--- src/rtl/contador_param.sv ---
// Parametrised up/down occupancy counter with full/empty/near-full flags and sticky
// overflow/underflow errors. Define CONTADOR_EDGE_DET_EN to count rising edges of x/y.
module contador_param #(
    parameter int W     = 4,
    parameter int MAX   = 10,
    parameter int ALARM = 8
) (
    input  logic         clk,
    input  logic         reset,
    input  logic         x,
    input  logic         y,
    input  logic         clr,
    output logic [W-1:0] c,
    output logic         s,
    output logic         empty,
    output logic         alarm,
    output logic         ovf,
    output logic         unf
);

    if (W < 2 || W > 16) begin : g_bad_w
        $error("contador_param: W must be in 2..16");
    end
    if (MAX < 1 || MAX > (1 << W) - 1) begin : g_bad_max
        $error("contador_param: MAX must be in 1..2^W-1");
    end
    if (ALARM < 1 || ALARM > MAX) begin : g_bad_alarm
        $error("contador_param: ALARM must be in 1..MAX");
    end

    localparam logic [W-1:0] MAX_C   = W'(MAX);
    localparam logic [W-1:0] ALARM_C = W'(ALARM);

    logic         inc, dec;
    logic [W-1:0] c_q, c_d;
    logic         ovf_q, ovf_d, unf_q, unf_d;
    logic         s_q, empty_q, alarm_q;

`ifdef CONTADOR_EDGE_DET_EN
    logic x_q, y_q;

    always_ff @(posedge clk or negedge reset) begin
        if (!reset) begin
            x_q <= 1'b0;
            y_q <= 1'b0;
        end else begin
            x_q <= x;
            y_q <= y;
        end
    end

    assign inc = x & ~x_q;
    assign dec = y & ~y_q;
`else
    assign inc = x;
    assign dec = y;
`endif

    // clr wins over events; a simultaneous entry and exit cancel without error
    always_comb begin
        c_d   = c_q;
        ovf_d = ovf_q;
        unf_d = unf_q;
        if (clr) begin
            c_d   = '0;
            ovf_d = 1'b0;
            unf_d = 1'b0;
        end else if (inc && !dec) begin
            if (c_q == MAX_C) ovf_d = 1'b1;
            else              c_d   = c_q + W'(1);
        end else if (dec && !inc) begin
            if (c_q == '0) unf_d = 1'b1;
            else           c_d   = c_q - W'(1);
        end
    end

    // Flags are derived from next-count so they line up with c in the same cycle
    always_ff @(posedge clk or negedge reset) begin
        if (!reset) begin
            c_q     <= '0;
            ovf_q   <= 1'b0;
            unf_q   <= 1'b0;
            s_q     <= 1'b0;
            empty_q <= 1'b1;
            alarm_q <= 1'b0;
        end else begin
            c_q     <= c_d;
            ovf_q   <= ovf_d;
            unf_q   <= unf_d;
            s_q     <= (c_d == MAX_C);
            empty_q <= (c_d == '0);
            alarm_q <= (c_d >= ALARM_C);
        end
    end

    assign c     = c_q;
    assign s     = s_q;
    assign empty = empty_q;
    assign alarm = alarm_q;
    assign ovf   = ovf_q;
    assign unf   = unf_q;

endmodule
--- config.mk ---
export PLATFORM = sky130hd
export DESIGN_NAME = contador_param
export DESIGN_NICKNAME = d
export VERILOG_FILES = /design/src/rtl/contador_param.sv
export SDC_FILE = /design/constraint.sdc
export NUM_CORES = 1
export LEC_CHECK = 0
export BUFFER_PORTS_ARGS = -buffer_cell sky130_fd_sc_hd__buf_2
export CORE_ASPECT_RATIO = 1.1
export CORE_UTILIZATION = 35
export CTS_CLUSTER_SIZE = 16
export DETAILED_ROUTE_END_ITERATION = 6
export GPL_ROUTABILITY_DRIVEN = 0
export SYNTH_ARGS = -nofsm -noshare
export SYNTH_HDL_FRONTEND = slang
export SYNTH_SLANG_ARGS = --single-unit
--- constraint.sdc ---
create_clock -name clk -period 2.65 [get_ports clk]
set_clock_uncertainty 0.05 [all_clocks]
set_input_delay 0.1325 -clock clk [delete_from_list [all_inputs] [get_ports clk]]
set_output_delay 0.1325 -clock clk [all_outputs]
set_load 0.005 [all_outputs]
==> summary.txt <==
Power and ir drop
  – Comb pwr share: 0.224
  – Clock group share of total power: 0.295
  – Cell Int Power: 245 µW
  – Pwr/cell area: 524 mW/mm²
  – Flop pwr share: 0.481
  – Leakage: 0.311 nW
  – Sw Pwr: 94.1 µW
  – Sw Ratio: 0.277
  – Worst VDD drop: 0.000282 V

Detailed routing
  – First DRT Iteration DRCs: 5
  – Vias per inst: 5.21
  – Residual DRC: 0
  – Routed wire length: 977 µm
  – DR vias: 438
  – Antenna-violating nets left: 0
  – DR pass1 iterations: 2
  – Routed length per instance: 11.6 µm

Floorplan
  – Die extent in y: 43.1 µm
  – Initial Util: 0.384
  – Core area: 0.00140 mm²
  – IO Pins: 14
  – Die ar.: 0.00170 mm²
  – Die width: 39.4 µm
  – # rows: 14

GRT
  – Vias in the first global route: 377
  – Initial antenna violation count: 0
  – Global-route wire length before repair: 1570 µm
  – GRT Residual Overflow: 0
  – Pin count of the biggest net entering global routing: 11
  – GRT Util Overall: 0.137

Setup path
  – CP Class: reg -> reg
  – CP Max Fanout: 7
  – Reg2Reg Depth: 7
  – CP Capture Type: flip-flop
  – CP top delay family: simple AND/OR/NAND/NOR gates
  – Critical Path, Cell by Cell: inv_1 > ha_1 > nor3b_4 > o21ai_1 > nor3b_1 > a211oi_2 > and4bb_1
  – Crit path depth: 7
  – FF-to-FF setup slack: 0.77 ns
  – Crit path buf inv count: 1
  – R2r endpoint: s
  – Crit path launch: c[0]
  – Worst EP arrival: 2.02 ns
  – Crit path to: s
  – Setup crit start kind: flip-flop
  – Critical-path top delay cell: dfrtp_1
  – Crit-path max cell delay: 0.45 ns
  – FF-to-FF Start: c[0]
  – Data required, critical path: 2.79 ns

Timing
  – Setup violations, final: 0
  – Worst-margin pin slew: 0.323 ns
  – Relative slew slack: 0.782
  – Fin crit period: 1.88 ns
  – Fmax: 0.532 GHz
  – Final hold viol count: 0
  – Crit share post-route: 0.710
  – Slew Limit Fails: 0
  – RSZ-0062 raised after global routing: false
  – Setup TNS: 0 ns

Final layout
  – Commonest cells after routing, fill and taps aside: buf_2 (13), dfrtp_1 (8), a21oi_1 (5)
  – Final Util: 0.463
  – Share of layout cells above drive strength 1: 0.353
  – Filler cell count: 150
  – Fin nets: 77
  – # diodes: 0
  – Multi-input gate area: 285 µm²
  – Fin area: 648 µm²
  – Area grow syn2layout: 20.5%
  – Most common cell after layout, fill and taps aside: buf_2
  – Storage element area: 226 µm²

Status
  – Status: complete, no violations

CTS
  – CTS tree: built
  – CTS clk-pin slew, worst paths: 0.06 ns
  – H-tree depth: 1
  – CTS buffer count: 3
  – Clk Latency, worst-skew pair: 0.25 ns
  – Root Buffer: clkbuf_4
  – TritonCTS sink count: 9
  – Post-CTS sizing: 0
  – CTS Buffer Depth: 2
  – Setup Buffers After CTS: 0

Synth
  – Area share of the largest cell type after synthesis: 0.372
  – Biggest area consumer among synthesized cells: dfrtp_1
  – Seq/Total Area, Yosys: 0.421
  – Synthesized Nets: 59
  – Synth top area cells: dfrtp_1 (37%), ha_1 (7.0%), dfstp_2 (4.9%)
  – Synth Cell Area: 538 µm²
  – Synth Instances: 51
  – Cell variety after synth: 31
  – Seq cells post-synth: 9
  – Synthesized area per cell: 10.5 µm²
  – Synth warn: 0

Place
  – Post-DP HPWL: 768 µm
  – DP Area: 612 µm²
  – Buffers added on ports: 13

Job
  – Count of max-cap constraint violations: 0

Min path
  – HP Class: in -> reg
## final cells by class
type                            count  share of cell area
Timing Repair Buffer               14               0.116
Multi-Input combinational cell     37               0.440
Sequential cell                     9               0.349
Clock buffer                        4              0.0405
Inverter                            4              0.0232
Tap cell                           16              0.0309
## cell families after synthesis
kind of cell | synth area share
muxes | 0.0186
AOI/OAI and AO/OA | 0.207
and+or+nand+nor | 0.235
DFF | 0.421
adders and majority gates | 0.0698
buffers and inverters | 0.0488
## registers in the layout, indices dropped and copies added, names as in the netlist
register,flops
alarm,1
c,4
empty,1
ovf,1
s,1
unf,1
## worst min path at each step
stage / cells past startpoint / start / endpoint
after floorplan: 0 / reset / alarm
after global placement: 1 / reset / c[1]
after detailed placement: 1 / reset / ovf
after CTS: 2 / clr / ovf
after global routing: 2 / clr / unf
final: 2 / clr / ovf
## cells in the mapped netlist (all sizes together)
cell type	count
ha	3
a21boi	1
nand4b	1
o22ai	1
nor3b	2
nor4	2
nand2b	2
nor3	1
nand2	1
and4bb	1
dfrtp	8
a211oi	1
nand3b	1
mux2i	1
o21a	1
inv	4
a2bb2oi	1
nor2	4
a21oi	6
and3b	1
a221oi	1
buf	1
a211o	1
nor2b	1
dfstp	1
nand4	1
o21ai	2
## power by group through the flow
stage          Combinational, mW  Clock, mW  Sequential [mW]
2_1_floorplan             0.0516          0            0.163
3_3_place_gp              0.0766          0            0.165
3_5_place_dp              0.0759          0            0.166
4_1_cts                   0.0774      0.106            0.163
5_1_grt                   0.0850      0.113            0.165
6_report                  0.0762      0.100            0.163
## what timing repair did
action,CTS,global route
setup endpoints to repair,0,0
hold buffers,1,0
endpoints found under the hold margin,9,0
## routing by layer
layer | vias up | track usage | routed length (µm)
li1 | 223 | - | -
met3 | 2 | 0.0157 | 27
met5 | - | 0 | 0
met1 | 205 | 0.200 | 479
met2 | 8 | 0.180 | 455
met4 | 0 | 0.103 | 15
## per-stage QoR
stage          total power, mW  hold slack, ns  instances  setup slack (ns)
4_1_cts                  0.347           0.106         84             0.742
6_report                 0.339           0.111         84             0.769
3_5_place_dp             0.241         -0.0590         79             0.751
3_3_place_gp             0.242         -0.0605         79             0.746
2_1_floorplan            0.215          -0.213         51             0.932
5_1_grt                  0.363           0.110         84             0.580
No activity file was read; power rests on OpenSTA's default activity.
